--- src/rtl/mem_arbiter_pkg.sv ---
// Shared types and constants for the unified-memory arbiter.
// Size codes, FSM states, grant ids and the default memory latency.
package mem_arbiter_pkg;

  typedef enum logic [1:0] {
    SZ_BYTE = 2'b00,
    SZ_HALF = 2'b01,
    SZ_WORD = 2'b10,
    SZ_BAD  = 2'b11
  } size_e;

  typedef enum logic [2:0] {
    ST_IDLE,
    ST_RD_WAIT,
    ST_RMW_WAIT,
    ST_WRITE,
    ST_RESP
  } state_e;

  typedef enum logic {
    GNT_INST = 1'b0,
    GNT_DATA = 1'b1
  } gnt_e;

  localparam int MEM_LATENCY_DEF = 1;

  // Data access that must be rejected before touching memory.
  function automatic logic d_misaligned(
    input size_e      sz,
    input logic [1:0] lo
  );
    logic bad;
    case (sz)
      SZ_BYTE: bad = 1'b0;
      SZ_HALF: bad = lo[0];
      SZ_WORD: bad = |lo;
      default: bad = 1'b1;
    endcase
    return bad;
  endfunction

endpackage

--- src/rtl/mem_arbiter_if.sv ---
// Bundle of fetch, load/store and memory-side signals.
// slave = arbiter view, master = requesters plus memory.
interface mem_arbiter_if #(
  parameter int ADDR_W = 32
) ();

  logic              i_req;
  logic [ADDR_W-1:0] i_addr;
  logic              i_ack;
  logic [31:0]       i_rdata;
  logic              i_err;

  logic              d_req;
  logic              d_we;
  logic [1:0]        d_size;
  logic [ADDR_W-1:0] d_addr;
  logic [31:0]       d_wdata;
  logic              d_ack;
  logic [31:0]       d_rdata;
  logic              d_err;

  logic [ADDR_W-1:0] m_addr;
  logic [31:0]       m_wdata;
  logic              m_op;
  logic [31:0]       m_rdata;

  modport slave (
    input  i_req, i_addr,
    input  d_req, d_we, d_size, d_addr, d_wdata,
    input  m_rdata,
    output i_ack, i_rdata, i_err,
    output d_ack, d_rdata, d_err,
    output m_addr, m_wdata, m_op
  );

  modport master (
    output i_req, i_addr,
    output d_req, d_we, d_size, d_addr, d_wdata,
    output m_rdata,
    input  i_ack, i_rdata, i_err,
    input  d_ack, d_rdata, d_err,
    input  m_addr, m_wdata, m_op
  );

endinterface

--- src/rtl/mem_arbiter_store_merge.sv ---
// Merges a right-aligned byte/half store into the old memory word.
// Word size replaces the whole word; illegal size leaves it untouched.
module mem_arbiter_store_merge
  import mem_arbiter_pkg::*;
(
  input  logic [31:0] old_i,
  input  logic [31:0] wdata_i,
  input  size_e       size_i,
  input  logic [1:0]  lane_i,
  output logic [31:0] merged_o
);

  // Overwrite only the addressed lane(s).
  always_comb begin
    merged_o = old_i;
    case (size_i)
      SZ_BYTE: merged_o[{lane_i, 3'b000} +: 8] = wdata_i[7:0];
      SZ_HALF: merged_o[{lane_i[1], 4'b0000} +: 16] = wdata_i[15:0];
      SZ_WORD: merged_o = wdata_i;
      default: merged_o = old_i;
    endcase
  end

endmodule

--- src/rtl/mem_arbiter.sv ---
// Fetch vs load/store arbiter for one single-port memory.
// Alternating grant, fixed-latency reads, read-modify-write sub-word stores.
module mem_arbiter
  import mem_arbiter_pkg::*;
#(
  parameter int MEM_LATENCY = MEM_LATENCY_DEF,
  parameter int ADDR_W      = 32
) (
  input  logic         clk,
  input  logic         rst,
  mem_arbiter_if.slave bus,
  output logic         busy
);

  localparam int CNT_W =
    (MEM_LATENCY > 1) ? $clog2(MEM_LATENCY) : 1;
  localparam logic [CNT_W-1:0] CNT_LAST =
    CNT_W'(MEM_LATENCY - 1);

  state_e            state_q, state_d;
  gnt_e              gnt_q, gnt_d;
  gnt_e              last_q, last_d;
  logic [CNT_W-1:0]  cnt_q, cnt_d;
  logic [ADDR_W-1:0] addr_q, addr_d;
  size_e             size_q, size_d;
  logic [31:0]       wdata_q, wdata_d;
  logic [31:0]       i_rdata_q, i_rdata_d;
  logic [31:0]       d_rdata_q, d_rdata_d;
  logic              err_q, err_d;

  gnt_e              pick;
  logic              bad;
  size_e             d_size_in;
  logic [31:0]       merged;
  logic              resp;

  assign d_size_in = size_e'(bus.d_size);

  mem_arbiter_store_merge u_merge (
    .old_i    (bus.m_rdata),
    .wdata_i  (wdata_q),
    .size_i   (size_q),
    .lane_i   (addr_q[1:0]),
    .merged_o (merged)
  );

  // State, grant, counter and captured data registers.
  always_ff @(posedge clk or posedge rst) begin
    if (rst) begin
      state_q   <= ST_IDLE;
      gnt_q     <= GNT_DATA;
      last_q    <= GNT_DATA;
      cnt_q     <= '0;
      addr_q    <= '0;
      size_q    <= SZ_WORD;
      wdata_q   <= '0;
      i_rdata_q <= '0;
      d_rdata_q <= '0;
      err_q     <= 1'b0;
    end else begin
      state_q   <= state_d;
      gnt_q     <= gnt_d;
      last_q    <= last_d;
      cnt_q     <= cnt_d;
      addr_q    <= addr_d;
      size_q    <= size_d;
      wdata_q   <= wdata_d;
      i_rdata_q <= i_rdata_d;
      d_rdata_q <= d_rdata_d;
      err_q     <= err_d;
    end
  end

  // Arbitration and access sequencing.
  always_comb begin
    state_d   = state_q;
    gnt_d     = gnt_q;
    last_d    = last_q;
    cnt_d     = cnt_q;
    addr_d    = addr_q;
    size_d    = size_q;
    wdata_d   = wdata_q;
    i_rdata_d = i_rdata_q;
    d_rdata_d = d_rdata_q;
    err_d     = err_q;
    pick      = GNT_DATA;
    bad       = 1'b0;

    unique case (state_q)
      ST_IDLE: begin
        if (bus.i_req || bus.d_req) begin
          if (bus.i_req && bus.d_req)
            pick = (last_q == GNT_DATA) ? GNT_INST : GNT_DATA;
          else
            pick = bus.i_req ? GNT_INST : GNT_DATA;
          gnt_d = pick;
          cnt_d = '0;
          if (pick == GNT_INST) begin
            addr_d  = bus.i_addr;
            bad     = |bus.i_addr[1:0];
            state_d = bad ? ST_RESP : ST_RD_WAIT;
          end else begin
            addr_d = bus.d_addr;
            size_d = d_size_in;
            bad    = d_misaligned(d_size_in, bus.d_addr[1:0]);
            if (bad) begin
              state_d = ST_RESP;
            end else if (!bus.d_we) begin
              state_d = ST_RD_WAIT;
            end else if (d_size_in == SZ_WORD) begin
              wdata_d = bus.d_wdata;
              state_d = ST_WRITE;
            end else begin
              wdata_d = bus.d_wdata;
              state_d = ST_RMW_WAIT;
            end
          end
          err_d = bad;
        end
      end
      ST_RD_WAIT: begin
        if (cnt_q == CNT_LAST) begin
          cnt_d = '0;
          if (gnt_q == GNT_INST)
            i_rdata_d = bus.m_rdata;
          else
            d_rdata_d = bus.m_rdata;
          state_d = ST_RESP;
        end else begin
          cnt_d = cnt_q + 1'b1;
        end
      end
      ST_RMW_WAIT: begin
        if (cnt_q == CNT_LAST) begin
          cnt_d   = '0;
          wdata_d = merged;
          state_d = ST_WRITE;
        end else begin
          cnt_d = cnt_q + 1'b1;
        end
      end
      ST_WRITE: begin
        state_d = ST_RESP;
      end
      ST_RESP: begin
        last_d  = gnt_q;
        err_d   = 1'b0;
        state_d = ST_IDLE;
      end
      default: begin
        state_d = ST_IDLE;
      end
    endcase
  end

  assign resp = (state_q == ST_RESP);
  assign busy = (state_q != ST_IDLE);

  assign bus.i_ack   = resp && (gnt_q == GNT_INST);
  assign bus.d_ack   = resp && (gnt_q == GNT_DATA);
  assign bus.i_err   = bus.i_ack && err_q;
  assign bus.d_err   = bus.d_ack && err_q;
  assign bus.i_rdata = i_rdata_q;
  assign bus.d_rdata = d_rdata_q;

  // Address is presented in the grant cycle so the read starts at once.
  assign bus.m_addr  = rst ? '0 : {addr_d[ADDR_W-1:2], 2'b00};
  assign bus.m_wdata = wdata_q;
  assign bus.m_op    = (state_q == ST_WRITE);

endmodule

--- src/flat_wrapper.sv ---
// flat-port wrapper written by rule: the top's interface ports become plain ports
module mem_arbiter_flat import mem_arbiter_pkg::*;
#(
  parameter int MEM_LATENCY = MEM_LATENCY_DEF,
  parameter int ADDR_W      = 32
)
  (clk, rst, busy, bus_i_req, bus_i_addr, bus_d_req, bus_d_we, bus_d_size, bus_d_addr, bus_d_wdata, bus_m_rdata, bus_i_ack, bus_i_rdata, bus_i_err, bus_d_ack, bus_d_rdata, bus_d_err, bus_m_addr, bus_m_wdata, bus_m_op);
  mem_arbiter_if #(.ADDR_W(ADDR_W)) bus_i ();
  input  logic clk;
  input  logic rst;
  output logic busy;
  input wire logic [$bits(bus_i.i_req)-1:0] bus_i_req;
  input wire logic [$bits(bus_i.i_addr)-1:0] bus_i_addr;
  input wire logic [$bits(bus_i.d_req)-1:0] bus_d_req;
  input wire logic [$bits(bus_i.d_we)-1:0] bus_d_we;
  input wire logic [$bits(bus_i.d_size)-1:0] bus_d_size;
  input wire logic [$bits(bus_i.d_addr)-1:0] bus_d_addr;
  input wire logic [$bits(bus_i.d_wdata)-1:0] bus_d_wdata;
  input wire logic [$bits(bus_i.m_rdata)-1:0] bus_m_rdata;
  output wire logic [$bits(bus_i.i_ack)-1:0] bus_i_ack;
  output wire logic [$bits(bus_i.i_rdata)-1:0] bus_i_rdata;
  output wire logic [$bits(bus_i.i_err)-1:0] bus_i_err;
  output wire logic [$bits(bus_i.d_ack)-1:0] bus_d_ack;
  output wire logic [$bits(bus_i.d_rdata)-1:0] bus_d_rdata;
  output wire logic [$bits(bus_i.d_err)-1:0] bus_d_err;
  output wire logic [$bits(bus_i.m_addr)-1:0] bus_m_addr;
  output wire logic [$bits(bus_i.m_wdata)-1:0] bus_m_wdata;
  output wire logic [$bits(bus_i.m_op)-1:0] bus_m_op;
  assign bus_i.i_req = bus_i_req;
  assign bus_i.i_addr = bus_i_addr;
  assign bus_i.d_req = bus_d_req;
  assign bus_i.d_we = bus_d_we;
  assign bus_i.d_size = bus_d_size;
  assign bus_i.d_addr = bus_d_addr;
  assign bus_i.d_wdata = bus_d_wdata;
  assign bus_i.m_rdata = bus_m_rdata;
  assign bus_i_ack = bus_i.i_ack;
  assign bus_i_rdata = bus_i.i_rdata;
  assign bus_i_err = bus_i.i_err;
  assign bus_d_ack = bus_i.d_ack;
  assign bus_d_rdata = bus_i.d_rdata;
  assign bus_d_err = bus_i.d_err;
  assign bus_m_addr = bus_i.m_addr;
  assign bus_m_wdata = bus_i.m_wdata;
  assign bus_m_op = bus_i.m_op;
  mem_arbiter #(.MEM_LATENCY(MEM_LATENCY), .ADDR_W(ADDR_W)) u_core (.clk(clk), .rst(rst), .bus(bus_i), .busy(busy));
endmodule
--- config.mk ---
export PLATFORM = sky130hd
export DESIGN_NAME = mem_arbiter_flat
export DESIGN_NICKNAME = d
export VERILOG_FILES = /design/src/rtl/mem_arbiter_pkg.sv /design/src/rtl/mem_arbiter_if.sv /design/src/rtl/mem_arbiter_store_merge.sv /design/src/rtl/mem_arbiter.sv /design/src/flat_wrapper.sv
export SDC_FILE = /design/constraint.sdc
export NUM_CORES = 1
export LEC_CHECK = 0
export ABC_AREA = 1
export CAP_MARGIN = 20
export CORE_ASPECT_RATIO = 1.25
export CORE_MARGIN = 5
export CORE_UTILIZATION = 45
export DETAILED_ROUTE_END_ITERATION = 10
export PLACE_DENSITY = 0.78
export SLEW_MARGIN = 20
export SYNTH_ARGS = -nofsm -noshare
export SYNTH_HDL_FRONTEND = slang
export SYNTH_SLANG_ARGS = --single-unit
export TNS_END_PERCENT = 5
--- constraint.sdc ---
create_clock -name clk -period 7.22 [get_ports clk]
set_clock_uncertainty 0.05 [all_clocks]
set_input_delay 1.805 -clock clk [delete_from_list [all_inputs] [get_ports clk]]
set_output_delay 1.805 -clock clk [all_outputs]
set_load 0.01 [all_outputs]
==> qor.yml, run 1 <==
h-tree-depth: 4
place_area_mm2: 0.0102
grt.overflow.total: 0
nNetsFinal: 1430
core_area_mm2: 0.0161
placed_cells: 1487
cpMostUsedCell: "clkdlybuf4s50_1"
worst-slew-pin-transition_ns: 1.04
cts_tree: "yes"
final_cell_area_mm2: 0.0107
viasPerCell: 5.08
cts_hold_buf: 0
antenna_found_initial: 0
rsz0062_at_grt: "no"
drive_gt1_frac: 0.0683
root_buffer: "clkbuf_16"
worstSetupPathType: "in2out"
hold_ws_ns: 0.427
crit_family: "buffers and inverters"
clock.fmax_mhz: 162
finalHoldViolations: 0
die_h_um: 153
num_antenna_cells: 0
post-route-period-util: 0.856
clock_latency_ns: 0.41
crit_required_ns: 5.37
worstSetupStartpointType: "input port"
status: "finished clean"
fin_util: 0.665
relSlewSlack: 0.305
cap_violations: 0
crit_path_top_delay_cell: "inv_2"
synthToLayoutAreaGrowth_pct: 46.2
fin_cells: 1519
post-cts-setup-buffers: 0
die-area_mm2: 0.0190
syn_inst: 1047
cp_max_fo: 60
grt_pass1_wl_um: 39700
setup_viol: 0
place_congestion: 0.931
synth.distinct_cells: 26
cts_resized: 0
fin_crit_ns: 6.18
start_util: 0.455
ys_warn_count: 0
setup_tns_ns: 0
dr_total_vias: 7713
die_w_um: 124
leakagePower_nw: 5.01
post_drt_wl_per_cell_um: 16.5
slowest_delay_ns: 0.70
path_buf_inv: 3
power_density_mw_per_mm2: 447
port_buffers: 266
cts_buffers: 17
clk_pin_slew_worst_paths_ns: 0.06
grt_max_degree: 69
slew_violations: 0
hold_path.class: "reg2reg"
syn_area_mm2: 0.00734
first_pass_iters: 5
drc: 0
io-pin-count: 269
drtIter0Drc: 608
arrival_ns: 4.32
end_kind: "primary output"
avgSynthCellArea_um2: 7.01
routed_wl_um: 25100
dp_hpwl_um: 18900
ys_seq_elements: 136
clock_sinks: 136
grt_usage: 0.258
placementRows: 52
num-fill-cells: 1469
peakVddDrop_uv: 215
cts_buffer_depth: 2
grt_pass1_vias: 7524
ant_nets: 0
yosysSeqAreaShare: 0.464
path_cells: "clkdlybuf4s50_1 > nor2_1 > nor2_4 > inv_2 > nand2_1 > a21oi_1 > clkdlybuf4s50_1"
## worst min-delay path: stages, from the launching register on
cell,delay [ns]
dfrtp_1,0.32
nand2_1,0.06
nand2_1,0.06
## sequential cells by signal, indices dropped and copies added, names as in the netlist
name / flops
u_core.bus.m_wdata: 32
u_core.gnt_q: 1
u_core.bus.i_rdata: 32
u_core.last_q: 1
u_core.addr_q: 32
u_core.bus.d_rdata: 32
u_core.size_q: 2
u_core.state_q: 3
u_core.err_q: 1
## cells in the final DEF (no fill, tap or decap), drive strengths merged
master,Yosys,layout
a21oi,38,38
buf,20,11
bufinv,0,1
clkbuf,34,19
clkdlybuf4s50,0,266
clkinv,3,11
clkinvlp,0,3
conb,1,2
dfrtp,133,133
dfstp,3,3
ha,5,5
inv,54,55
nand2,371,371
nand3,63,63
nand3b,8,8
nand4,1,1
nor2,144,144
nor3,2,2
o21a,1,1
o21ai,132,132
o22ai,2,2
or2,32,32
## metal layers
metal / share of wire / track usage / vias up / routed length, µm
met2: 0.48 / 0.430 / 371 / 12000
li1: - / - / 3802 / -
met5: 0 / 0 / - / 0
met3: 0.092 / 0.0813 / 62 / 2320
met4: 0.039 / 0.113 / 0 / 983
met1: 0.39 / 0.307 / 3478 / 9830
## cells in the mapped netlist, drive strengths merged
master    n  share of area
o21ai   132          0.090
dfstp     3          0.011
or2      32          0.027
buf      20          0.015
ha        5         0.0085
a21oi    38          0.027
nor2    144          0.076
clkinv    3         0.0015
nand3b    8         0.0082
o22ai     2         0.0017
nand2   371           0.19
dfrtp   133           0.45
nand3    63          0.043
conb      1        0.00051
o21a      1         0.0010
nand4     1        0.00085
nor3      2         0.0014
inv      54          0.028
clkbuf   34          0.017
## through the flow
stage          setup WS [ns]  power (mW)
5_1_grt                0.766        5.17
3_3_place_gp            1.16        3.91
3_5_place_dp            1.07        3.98
4_1_cts                 1.05        4.81
2_1_floorplan           1.53        2.80
6_report                1.04        4.80
## power breakdown
| group | switching, mW | total, mW | internal (mW) | leakage (nW) |
|---|---|---|---|---|
| combinational | 1.41 | 2.54 | 1.13 | 3.10 |
| clock | 0.342 | 0.813 | 0.471 | 0.263 |
| sequential | 0.284 | 1.45 | 1.16 | 1.65 |
| total | 2.03 | 4.80 | 2.76 | 5.01 |
## path summary, 6_finish.rpt
path / start / end / slack (ns) / cells after the start
max reg2reg: u_core.addr_q[1] / u_core.bus.m_wdata[11] / 4.28 / 10
min in group asynchronous: rst / u_core.addr_q[12] / 2.03 / 3
min reg2reg: u_core.addr_q[24] / u_core.addr_q[24] / 0.43 / 2
max: bus_i_req / bus_m_addr[12] / 1.04 / 7
min: u_core.addr_q[24] / u_core.addr_q[24] / 0.43 / 2
max in group asynchronous: rst / u_core.bus.d_rdata[30] / 4.14 / 4
## final cells by class
cell class,instances,area [µm²],share of cell area
Tap cell,216,270,0.0252
Clock inverter,13,109,0.0101
Timing Repair Buffer,277,2780,0.259
Inverter,57,219,0.0204
Multi-Input combinational cell,801,3520,0.328
Clock buffer,19,433,0.0403
Sequential cell,136,3410,0.317
## logic make-up after synthesis
family / synth area share
AOI/OAI and AO/OA: 0.120
buffers and inverters: 0.0612
adders and majority gates: 0.00852
DFF: 0.464
other: 0.000511
and+or+nand+nor: 0.346
Power figures use the tool's default switching activity.
==> inputs of run 2 (changes only) <==
--- a/config.mk
+++ b/config.mk
@@ -8,10 +8,11 @@
 export ABC_AREA = 1
 export CAP_MARGIN = 20
 export CORE_ASPECT_RATIO = 1.25
-export CORE_MARGIN = 5
-export CORE_UTILIZATION = 45
+export CORE_MARGIN = 2
+export CORE_UTILIZATION = 49
 export DETAILED_ROUTE_END_ITERATION = 10
-export PLACE_DENSITY = 0.78
+export GPL_ROUTABILITY_DRIVEN = 1
+export PLACE_DENSITY = 0.84
 export SLEW_MARGIN = 20
 export SYNTH_ARGS = -nofsm -noshare
 export SYNTH_HDL_FRONTEND = slang
==> constraint.sdc (replaced) <==
create_clock -name clk -period 8 [get_ports clk]
set_clock_uncertainty 0.05 [all_clocks]
set_input_delay 2 -clock clk [delete_from_list [all_inputs] [get_ports clk]]
set_output_delay 2 -clock clk [all_outputs]
set_load 0.01 [all_outputs]
==> run 2 against run 1 <==
Effect of this change:
- cell count decreased by 2.4%
- flip-flop and latch count stayed put
- utilization grew 5.7 points
==> qor.yml, run 2 (synthesis gave the netlist of run 1 again) <==
port_buffers: 266
core_area_mm2: 0.0148
fin_util: 0.722
finalWorstSetupSlack_ns: 1.39
placementRows: 50
power_density_mw_per_mm2: 412
root_buffer: "clkbuf_16"
cts_buffer_depth: 2
num-fill-cells: 1182
post-route-period-util: 0.826
drive_gt1_frac: 0.0669
cts_hold_buf: 0
clock_latency_ns: 0.41
rsz0062_at_grt: "no"
cts_buffers: 17
place_congestion: 0.961
crit_required_ns: 5.95
die_h_um: 141
num_antenna_cells: 0
cpMostUsedCell: "clkdlybuf4s50_1"
clk_pin_slew_worst_paths_ns: 0.06
setup_viol: 0
grt_pass1_wl_um: 38000
cap_violations: 0
post_drt_wl_per_cell_um: 16.4
pre_cts_slack_ns: 1.39
fin_crit_ns: 6.61
slew_violations: 0
end_kind: "primary output"
dp_hpwl_um: 17500
antenna_found_initial: 0
worst-slew-pin-transition_ns: 1.03
first_pass_iters: 5
fin_cells: 1482
nNetsFinal: 1427
grt_usage: 0.302
worstSetupStartpointType: "input port"
cp_max_fo: 60
path_cells: "clkdlybuf4s50_1 > nor2_1 > nor2_4 > inv_2 > nand2_1 > a21oi_1 > clkdlybuf4s50_1"
viasPerCell: 5.28
grt.overflow.total: 0
final_common_cell: "nand2_1"
cts_tree: "yes"
die_w_um: 113
hold_ws_ns: 0.426
grt_max_degree: 91
setup_tns_ns: 0
dr_total_vias: 7829
path_buf_inv: 3
clock.fmax_mhz: 151
start_util: 0.495
relSlewSlack: 0.313
drtIter0Drc: 613
cts_resized: 0
clock_sinks: 136
peakVddDrop_uv: 202
crit_path_top_delay_cell: "inv_2"
grt_pass1_vias: 7303
synthToLayoutAreaGrowth_pct: 45.8
io-pin-count: 269
die-area_mm2: 0.0160
arrival_ns: 4.56
worstSetupPathType: "in2out"
h-tree-depth: 4
ant_nets: 0
routed_wl_um: 24300
drc: 0
leakagePower_nw: 5.01
slowest_delay_ns: 0.70
status: "finished clean"
finalHoldViolations: 0
hold_path.class: "reg2reg"
final_cell_mix: "370 x nand2_1, 265 x clkdlybuf4s50_1, 138 x nor2_1"
post-cts-setup-buffers: 0
crit_family: "buffers and inverters"
placed_cells: 1450
-- run 2: cell count changes in the layout (fill, tap and decap cells not counted), moves of 2 or more --
cell / previous run / this run
clkinv_4: 2 / 5
buf_4: 9 / 7
clkinv_2: 6 / 1
bufinv_16: 1 / 3
-- run 2: cell type report --
cell class	count	area (µm²)	area share
Clock inverter	13	171	0.0160
Multi-Input combinational cell	801	3520	0.329
Timing Repair Buffer	274	2730	0.255
Clock buffer	19	433	0.0404
Tap cell	182	228	0.0213
Sequential cell	136	3410	0.318
Inverter	57	219	0.0205
-- run 2: tightest hold or removal path: cells and delay by family (launching register included) --
kind	cells	cell delay, ns
simple gates	2	0.12
flops	1	0.32
-- run 2: metal layers --
metal  track usage  wire length [µm]  share of wire  vias to the layer above
met5             0                 0              0                        -
met4         0.153              1050          0.043                        0
met3        0.0795              1970          0.081                       61
met2         0.498             11800           0.48                      381
met1         0.365              9550           0.39                     3585
li1              -                 -              -                     3802
-- run 2: metrics by stage --
stage | total power, mW | area, µm²
after floorplan | 2.52 | 7350
after global placement | 3.51 | 10100
after detailed placement | 3.58 | 10100
after CTS | 4.41 | 10700
after global routing | 4.73 | 10700
final | 4.42 | 10700
-- run 2: final timing paths --
path,startpoint,endpoint,slack (ns),cells past startpoint
worst min-delay path,u_core.addr_q[3],u_core.addr_q[3],0.43,2
worst max-delay path,bus_i_req,bus_m_addr[24],1.39,7
min in group asynchronous,rst,u_core.bus.m_wdata[18],2.00,2
worst max register to register,u_core.addr_q[1],u_core.bus.m_wdata[10],5.09,10
worst min register to register,u_core.addr_q[3],u_core.addr_q[3],0.43,2
max in group asynchronous,rst,u_core.bus.d_rdata[9],4.78,3
-- run 2: where the power goes --
group | internal [mW] | total, mW | switching, mW
combinational | 1.01 | 2.31 | 1.29
clock | 0.494 | 0.807 | 0.313
sequential | 1.05 | 1.30 | 0.252
==> inputs of run 3 (changes only) <==
--- a/config.mk
+++ b/config.mk
@@ -9,10 +9,10 @@
 export CAP_MARGIN = 20
 export CORE_ASPECT_RATIO = 1.25
 export CORE_MARGIN = 2
-export CORE_UTILIZATION = 49
+export CORE_UTILIZATION = 45
 export DETAILED_ROUTE_END_ITERATION = 10
 export GPL_ROUTABILITY_DRIVEN = 1
-export PLACE_DENSITY = 0.84
+export PLACE_DENSITY = 0.78
 export SLEW_MARGIN = 20
 export SYNTH_ARGS = -nofsm -noshare
 export SYNTH_HDL_FRONTEND = slang
==> constraint.sdc (replaced) <==
create_clock -name clk -period 6.1 [get_ports clk]
set_clock_uncertainty 0.05 [all_clocks]
set_input_delay 1.525 -clock clk [delete_from_list [all_inputs] [get_ports clk]]
set_output_delay 1.525 -clock clk [all_outputs]
set_load 0.01 [all_outputs]
==> run 3 against run 2 <==
Effect of this change:
- utilization down 4.6 points
- cell area rose by 1.4%
- global-route usage down 1.8 points
- flip-flop and latch count is the same
- cell count grew 2.8%
- clock power rose by 39%
- critical path depth is 1 higher
- hold slack is essentially flat
- sequential power up 32%
- first-iteration DRC count fell by 2.0%
- setup slack worse by 0.63 ns
- critical path type unchanged
- critical endpoint is now bus_m_addr[12]
- largest cell class unchanged
==> qor.yml, run 3 (synthesis gave the netlist of run 1 again) <==
placementRows: 52
grt_pass1_wl_um: 38800
num-fill-cells: 1398
routed_wl_um: 24300
multi_input_area_mm2: 0.00351
p_sw_mw: 2.43
final_common_cell: "nand2_1"
pwr-share-seq: 0.293
die_h_um: 147
crit_required_ns: 4.53
hold_path.class: "reg2reg"
rsz0062_at_grt: "no"
power_density_mw_per_mm2: 538
final_cell_mix: "370 x nand2_1, 266 x clkdlybuf4s50_1, 138 x nor2_1"
worstSetupStartpointType: "input port"
cts_buffers: 17
intPower_mw: 3.42
cts_resized: 0
place_congestion: 1.03
antenna_found_initial: 1
synthToLayoutAreaGrowth_pct: 47.9
switching_share: 0.415
post-cts-setup-buffers: 0
dr_total_vias: 7756
status: "finished clean"
port_buffers: 266
setup_viol: 0
clock.fmax_mhz: 187
grt_max_degree: 113
dp_hpwl_um: 17800
die-area_mm2: 0.0174
pre_cts_slack_ns: 0.795
io-pin-count: 269
nNetsFinal: 1433
start_util: 0.457
die_w_um: 118
grt_pass1_vias: 7317
worstSetupPathType: "in2out"
drive_gt1_frac: 0.0720
root_buffer: "clkbuf_16"
finalWorstSetupSlack_ns: 0.757
clk_pin_slew_worst_paths_ns: 0.06
cts_hold_buf: 0
finalHoldViolations: 0
hold_ws_ns: 0.426
relSlewSlack: 0.338
first_pass_iters: 5
leakagePower_nw: 5.07
slew_violations: 0
grt_usage: 0.285
cts_buffer_depth: 2
seqCellArea_mm2: 0.00341
cp_max_fo: 43
grt.overflow.total: 0
setup_tns_ns: 0
core_area_mm2: 0.0161
cap_violations: 0
post-route-period-util: 0.876
end_kind: "primary output"
clock_latency_ns: 0.43
combPwrFrac: 0.516
viasPerCell: 5.09
clock_power_share: 0.191
h-tree-depth: 4
worst-slew-pin-transition_ns: 0.992
fin_crit_ns: 5.34
arrival_ns: 3.77
post_drt_wl_per_cell_um: 15.9
drtIter0Drc: 601
peakVddDrop_uv: 229
drc: 0
clock_sinks: 136
cts_tree: "yes"
ant_nets: 0
==> run 3: changes by cell type in the layout (fill, tap and decap cells not counted), sizes merged <==
cell and delta:
buf +5, bufinv +1, clkbuf -2, clkdlybuf4s50 +1, clkinv -3, clkinvlp +1, diode +1, inv +3
==> run 3: stage by stage <==
stage	instance area, µm²	total power [mW]	utilization	instances
global route	10900	6.30	0.676	1523
finish	10900	5.85	0.676	1523
global placement	10200	4.65	0.633	1488
CTS	10900	5.87	0.675	1522
floorplan	7350	3.31	-	1048
detailed placement	10200	4.72	0.635	1490
==> run 3: per-layer routing <==
layer / global-route usage / up-vias / routed length [µm] / share of wire
met5: 0 / - / 0 / 0
met4: 0.136 / 0 / 908 / 0.037
met3: 0.0683 / 53 / 1860 / 0.077
met2: 0.469 / 346 / 11800 / 0.48
met1: 0.351 / 3547 / 9730 / 0.40
li1: - / 3810 / - / -
==> run 3: worst max-delay path, stage by stage <==
cell and delay, ns:
clkdlybuf4s50_1 0.42, nor2_1 0.31, nor2_4 0.12, inv_2 0.27
buf_12 0.25, nand2_1 0.10, a21oi_1 0.17, clkdlybuf4s50_1 0.57
==> run 3: worst paths after layout <==
| check | from | end | depth (start not counted) | slack (ns) |
|---|---|---|---|---|
| min in group asynchronous | rst | u_core.addr_q[23] | 3 | 2.28 |
| worst max register to register | u_core.addr_q[1] | u_core.bus.m_wdata[11] | 10 | 3.20 |
| worst min-delay path | u_core.addr_q[14] | u_core.addr_q[14] | 2 | 0.43 |
| worst max-delay path | bus_i_req | bus_m_addr[12] | 8 | 0.76 |
| worst min register to register | u_core.addr_q[14] | u_core.addr_q[14] | 2 | 0.43 |
| max in group asynchronous | rst | u_core.addr_q[8] | 4 | 2.98 |
==> run 3: area by class of cell <==
type	instances	share of cell area
Timing Repair Buffer	280	0.258
Sequential cell	136	0.314
Clock buffer	17	0.0392
Clock inverter	15	0.0198
Antenna cell	1	0.000230
Inverter	57	0.0204
Multi-Input combinational cell	801	0.323
Tap cell	216	0.0249
==> run 3: power by group through the flow <==
stage / clock, mW / sequential (mW) / combinational (mW)
after global placement: 0 / 1.71 / 2.94
final: 1.12 / 1.71 / 3.01
after CTS: 1.13 / 1.71 / 3.02
after global routing: 1.18 / 1.77 / 3.35
after floorplan: 0 / 1.78 / 1.53
after detailed placement: 0 / 1.72 / 3.00
